[src/rtl/instr_encoder.sv]
// instr_encoder: packs decoded RV32I fields into instruction words behind a tagged output FIFO
module instr_encoder #(
  parameter int DEPTH  = 2,
  parameter int ADDR_W = 10
) (
  input  logic              clk,
  input  logic              rst_n,
  input  logic              addr_clr,
  input  logic              in_valid,
  output logic              in_ready,
  input  logic [4:0]        in_opcode,
  input  logic [4:0]        in_rd,
  input  logic [4:0]        in_rs1,
  input  logic [4:0]        in_rs2,
  input  logic [2:0]        in_funct3,
  input  logic [6:0]        in_funct7,
  input  logic [31:0]       in_imm,
  output logic              out_valid,
  input  logic              out_ready,
  output logic [31:0]       out_instr,
  output logic [ADDR_W-1:0] out_addr,
  output logic              err,
  output logic [7:0]        illegal_cnt
);
  localparam int PW = $clog2(DEPTH);
  localparam int CW = PW + 1;
  logic [31:0]       instr_q [DEPTH];
  logic [ADDR_W-1:0] tag_q   [DEPTH];
  logic [PW-1:0]     wr_q, rd_q;
  logic [CW-1:0]     count_q, count_d;
  logic [ADDR_W-1:0] addr_q, addr_d, tag;
  logic              err_q;
  logic [7:0]        cnt_q;
  logic [31:0]       enc;
  logic              legal, accept, push, pop, bad;
  logic              i_ok, b_ok, u_ok;
  assign i_ok = (&in_imm[31:11]) | ~(|in_imm[31:11]);
  assign b_ok = ~in_imm[0] & ((&in_imm[31:12]) | ~(|in_imm[31:12]));
  assign u_ok = ~(|in_imm[11:0]);
  // pick the instruction format from the opcode and judge whether the immediate fits it
  always_comb begin
    enc   = '0;
    legal = 1'b0;
    case (in_opcode)
      5'b00000, 5'b00100: begin
        enc   = {in_imm[11:0], in_rs1, in_funct3, in_rd, in_opcode, 2'b11};
        legal = i_ok;
      end
      5'b01000: begin
        enc   = {in_imm[11:5], in_rs2, in_rs1, in_funct3, in_imm[4:0], in_opcode, 2'b11};
        legal = i_ok;
      end
      5'b11000: begin
        enc   = {in_imm[12], in_imm[10:5], in_rs2, in_rs1, in_funct3, in_imm[4:1], in_imm[11], in_opcode, 2'b11};
        legal = b_ok;
      end
      5'b01100: begin
        enc   = {in_funct7, in_rs2, in_rs1, in_funct3, in_rd, in_opcode, 2'b11};
        legal = 1'b1;
      end
      5'b01101: begin
        enc   = {in_imm[31:12], in_rd, in_opcode, 2'b11};
        legal = u_ok;
      end
      default: begin
        enc   = '0;
        legal = 1'b0;
      end
    endcase
  end
  // in_ready is held low while reset is asserted and otherwise depends only on FIFO occupancy
  assign in_ready  = rst_n & (count_q < CW'(DEPTH));
  assign accept    = in_valid & in_ready;
  assign push      = accept & legal;
  assign bad       = accept & ~legal;
  assign out_valid = count_q != '0;
  assign pop       = out_valid & out_ready;
  assign out_instr = out_valid ? instr_q[rd_q] : '0;
  assign out_addr  = out_valid ? tag_q[rd_q] : '0;
  assign err         = err_q;
  assign illegal_cnt = cnt_q;
  // a clear in the same cycle as a legal accept tags that word 0 and leaves the counter at 1
  assign tag     = addr_clr ? '0 : addr_q;
  assign addr_d  = push ? tag + 1'b1 : tag;
  assign count_d = count_q + CW'(push) - CW'(pop);
  // FIFO storage needs no reset since the head is masked by out_valid
  always_ff @(posedge clk) begin
    if (push) begin
      instr_q[wr_q] <= enc;
      tag_q[wr_q]   <= tag;
    end
  end
  // pointers, occupancy, address counter and sticky error bookkeeping
  always_ff @(posedge clk or negedge rst_n) begin
    if (!rst_n) begin
      wr_q    <= '0;
      rd_q    <= '0;
      count_q <= '0;
      addr_q  <= '0;
      err_q   <= 1'b0;
      cnt_q   <= '0;
    end else begin
      wr_q    <= wr_q + PW'(push);
      rd_q    <= rd_q + PW'(pop);
      count_q <= count_d;
      addr_q  <= addr_d;
      err_q   <= err_q | bad;
      cnt_q   <= cnt_q + 8'(bad & ~(&cnt_q));
    end
  end
endmodule

[config.mk]
export PLATFORM = sky130hd
export DESIGN_NAME = instr_encoder
export DESIGN_NICKNAME = d
export VERILOG_FILES = /design/src/rtl/instr_encoder.sv
export SDC_FILE = /design/constraint.sdc
export NUM_CORES = 1
export LEC_CHECK = 0
export BUFFER_PORTS_ARGS = -buffer_cell sky130_fd_sc_hd__buf_2
export CAP_MARGIN = 0
export CORE_AREA = 2 2 107 109
export CTS_BUF_LIST = sky130_fd_sc_hd__clkbuf_4 sky130_fd_sc_hd__clkbuf_8
export DETAILED_ROUTE_END_ITERATION = 10
export DIE_AREA = 0 0 109 111
export HOLD_SLACK_MARGIN = 0.02
export PLACE_DENSITY = 0.7
export SYNTH_ARGS = -nofsm -noshare
export SYNTH_HDL_FRONTEND = slang
export SYNTH_SLANG_ARGS = --single-unit
[constraint.sdc]
create_clock -name clk -period 3.85 [get_ports clk]
set_clock_uncertainty 0.15 [all_clocks]
set_input_delay 0.5775 -clock clk [delete_from_list [all_inputs] [get_ports clk]]
set_output_delay 0.5775 -clock clk [all_outputs]
set_load 0.01 [all_outputs]
* Word level (Yosys, flattened, before mapping) *
Memory sizes are Yosys's and may differ from the RTL's.
Cells that the tools add are included.

word-level totals
  bits in writable memories = 84
  output and inout bits = 53
  bits of input ports = 67
  memories = 2
  flip-flop bits (word level) = 23
  logic and storage cells = 54

memories
  memory   depth  width  rd ports  clocked after Yosys merged registers in  wr ports  RTL line  RTL
  instr_q  2      32     1         0                                        1         27        logic [31:0] instr_q [DEPTH];
  tag_q    2      10     1         0                                        1         28        logic [ADDR_W-1:0] tag_q [DEPTH];

cells by class
  eq/ne operators = 5
  reductions and logical operators = 10
  bitwise logic cells = 16
  order comparisons = 1
  multiplexer cells = 8
  $add $sub $neg = 6

operators by type and width
  operator               count
  $pmux 32 s5            1
  $mux 32                1
  $mux 10                3
  $reduce_and 21->1      1
  $reduce_or 21->1       1
  $reduce_and 20->1      1
  $reduce_or 20->1       1
  $eq 5x4->1 const B     3
  $reduce_or 12->1       1
  $add 10x1->10 const B  1
  $add 8x8->8            1
  $and 1x8->8            1
  $not 1->8              1
  $reduce_and 8->1       1
  $and 1x1->1            6
  $eq 5x3->1 const B     1
  $eq 5x5->1 const B     1
  $logic_not 5->1        1
  $not 1->1              5
  $pmux 1 s4             1
  $or 1x1->1             3
  $reduce_or 3->1        1
  $add 1x1->1            2
  $add 2x1->2            1
  other kinds (5)        6

* Longest topological paths before layout *
  depth after elaboration = 9
  depth in mapped cells = 11

* Least setup slack after synthesis *
OpenSTA, ideal clock, no wires.

  path type = input to register
  start = input in_imm[12]
  end = memory instr_q[1][10], enable pin
  arrival time = 2.921 ns
  cell stages on the path = 7
  library setup time = 0.403 ns
  path slack = 0.376 ns
  path buffers = 0
  data required time = 3.297 ns
  path through = or4_1 nor2_1 a22oi_1 a311oi_2 o21ai_2 inv_1 ha_1

between the ends
  longest elaborated chain between the ends = 8

RTL lines
  what                              RTL line  RTL
  start: declaration                17        input logic [31:0] in_imm,
  $reduce_or 20->1                  38        assign b_ok = ~in_imm[0] & ((&in_imm[31:12]) | ~(|in_imm[31:12]));
  $not 1->1                         38
  $or 1x1->1                        38
  $and 1x1->1                       38
  $pmux 1 s4 (*)                    44        case (in_opcode)
  $and 1x1->1 (*)                   74        assign push = accept & legal;
  $mux 1 (*)                        88        if (push) begin
  $mux 1 (not written as such) (*)  89        instr_q[wr_q] <= enc;
  end: declaration                  27

Every way passes the cells marked *; elsewhere a longest branch is shown, timed or not.

* Final worst setup path *
  start = input in_imm[15]
  end = register cnt_q[4] (netlist: illegal_cnt[4])

between the ends
  longest elaborated chain between the ends = 9

RTL lines
  what                    RTL line  RTL
  $reduce_or 20->1        38
  $not 1->1               38
  $or 1x1->1              38
  $and 1x1->1             38
  $pmux 1 s4 (*)          44
  $not 1->1 (*)           75        assign bad = accept & ~legal;
  $and 1x1->1 (*)         75
  $and 1x8->8 (*)         108       cnt_q <= cnt_q + 8'(bad & ~(&cnt_q));
  $add 8x8->8 (*)         108
  end signal: assignment  108
  end: declaration        33        logic [7:0] cnt_q;

Marks and branches as above.

==> impl_metrics.yaml <==
status:
  status: "finished clean"
global_routing:
  antenna_found_initial: 0
  grt_max_degree: 43
  grt_pass1_vias: 3442
  grt_use_total: 0.191
  grt_pass1_wl_um: 17600
  grt-ovfl-total: 0
floorplanning:
  core_mm2: 0.0111
  chipWidth_um: 109
  initial_core_util: 0.435
  die_h_um: 111
  rows: 39
  die_area_mm2: 0.0121
  ioPinCount: 120
logic_synthesis:
  synth.most_common_cell: "edfxtp_1"
  seq_area_frac_synth: 0.631
  yosysWarnings: 0
  synth_cell_types: 46
  synth_cells: 370
  synth_top_area_share: 0.511
  synth_area_leaders: "edfxtp_1 (51%), dfrtp_1 (12%), mux2i_1 (8.7%)"
  synth-edff-count: 82
  synthTopCellsByCount: "edfxtp_1 (82), nor2_1 (50), mux2i_1 (42)"
  synthFlopType: "edfxtp_1"
  ys_ff_latch: 105
  synthArstFlopShare: 0.219
  syn_area_per_cell_um2: 13.0
  netlist_area_mm2: 0.00481
  synth_top_area_cell: "edfxtp_1"
setup_path:
  crit_top_cell: "ha_1"
  crit_type: "in2reg"
  cp_top_family: "simple AND/OR/NAND/NOR gates"
  cp.required_ns: 3.99
  crit_buf_inv: 1
  cp_slowest_cell: "or4_4"
  crit_chain: "buf_2 -> or4_4 -> nor2_1 -> a22oi_1 -> a311oi_2 -> nor2_2 -> nand2_1 -> a31oi_1 -> ha_1 -> ha_1 -> nand3_1 -> xnor2_1"
  end_kind: "register"
  cp.arrival_ns: 3.00
  cpPeakStageDelay_ns: 0.53
  crit_fanout: 9
  cp-start-kind: "primary input"
timing:
  rsz0062_at_grt: "no"
  worstMarginPinSlew_ns: 0.767
  min_period_ns: 2.86
  period_share: 0.743
  max_slew_margin: 0.483
  slew_viol_final: 0
  setup_viol: 0
  clock.fmax_ghz: 0.349
  finalSetupTns_ns: 0
  hold_viol_final: 0
clock_tree:
  cts_tree: "built"
  clock_latency_ns: 0.36
  hold_buffers: 0
  cts_setup_buffers: 0
  ctsResizeCount: 0
  path_clk_slew_ns: 0.10
  cts_root_buffer: "clkbuf_8"
  cts.sink_count: 105
  cts_made_buffers: 9
  cts_max_level: 3
  cts_buffer_depth: 2
cells_and_area:
  fin_util: 0.526
  drive_above_1_share: 0.322
  n_antenna_cell: 0
  areaGrowthSynthToFinish_pct: 21.0
  nNetsFinal: 569
detailed_routing:
  drc: 0
  dr_total_vias: 3586
  drt_first_pass_iters: 5
  wl_per_cell_um: 18.1
  drt_iter0_markers: 342
  ant_nets: 0
  wl_um: 11700
  viasPerCell: 5.58
placement:
  dpl.hpwl_um: 8490
  port_buffers: 119
  gp_congestion: 0.803
job:
  max_cap_viol_count: 0
pwr:
  power_leakage_uw: 0.00259
  power.total_uw: 2860
  peakVddDrop_mv: 0.336
  power.density_mw_per_mm2: 491
min_path:
  hold_path_class: "in2async"
[metrics by stage]
step / instances / instance area, um^2 / setup slack, ns / hold WS [ns]
floorplan: 371 / 4820 / 0.376 / 0.132
global placement: 627 / 5650 / 0.680 / 0.312
detailed placement: 627 / 5650 / 0.631 / 0.326
CTS: 643 / 5830 / 1.01 / 0.0323
global route: 643 / 5830 / 0.811 / 0.0406
finish: 643 / 5830 / 0.988 / 0.0282
[path summary, 6_finish.rpt]
| check | from | endpoint | slack, ns | depth (start not counted) |
|---|---|---|---|---|
| min reg2reg | addr_q[4] | addr_q[4] | 0.34 | 1 |
| max | in_imm[15] | illegal_cnt[4] | 0.99 | 12 |
| max reg2reg | count_q[1] | addr_q[8] | 1.79 | 6 |
| min | rst_n | addr_q[6] | 0.03 | 2 |
| min in group clk | addr_q[4] | addr_q[4] | 0.34 | 1 |
| max in group asynchronous | rst_n | rd_q | 3.26 | 2 |
[per-layer routing]
layer,global-route usage,wire length [um],share of wire,vias to the layer above
li1,-,-,-,1640
met4,0.0650,142,0.012,0
met2,0.317,5680,0.49,161
met1,0.254,5050,0.43,1768
met3,0.0300,772,0.066,17
met5,0,0,0,-
[layout by cell type, fill, tap and decap left out, drive strengths merged, types with 2 or more instances in the layout]
master    Yosys  final
nand4         8      8
a31oi         2      2
a222oi       11     11
nor2b        10     10
or3           3      3
ha            7      7
conb          1      2
nor3          4      4
edfxtp       82     82
and2          4      4
inv          20     21
mux2i        42     42
clkbuf       10     11
nand2         8      8
a21oi         3      3
o31ai         2      2
dfrtp        23     23
nor2         51     51
buf           5    128
a2111oi       2      2
nand2b        2      2
xnor2         8      8
xor2          7      7
nor4          9      9
clkinvlp      0      4
nand3        11     11
or4           2      2
o21ai         8      8
and3          3      3
a22o         12     12
[cell families after synthesis]
| family | after synthesis | synth area share |
|---|---|---|
| other | 1 | 0.000779 |
| adders and majority gates | 7 | 0.0182 |
| muxes | 43 | 0.0897 |
| AOI/OAI and AO/OA | 45 | 0.0769 |
| and+or+nand+nor | 119 | 0.128 |
| DFF | 105 | 0.631 |
| buffers and inverters | 35 | 0.0281 |
| xor gates and xnor gates | 15 | 0.0273 |
[where the power goes]
part,switching (uW),internal (uW)
sequential,47.4,1270
clock,372,254
combinational,538,382
total,958,1900
[sequential cells by signal, summed over array words and instances (netlist names)]
name / count
instr_q: 62
tag_q: 20
addr_q: 10
illegal_cnt: 8
count_q: 2
err: 1
rd_q: 1
wr_q: 1
[layout make-up]
| class | instances | area [um^2] |
|---|---|---|
| sequential | 105 | 3040 |
| fill | 918 | 5250 |
| clock buffer | 11 | 139 |
| timing repair buffer | 128 | 688 |
| tap | 143 | 179 |
| inverter | 20 | 75.1 |
| clock inverter | 5 | 41.3 |
| multi-input combinational | 231 | 1670 |
(Power assumes the default switching activity.)
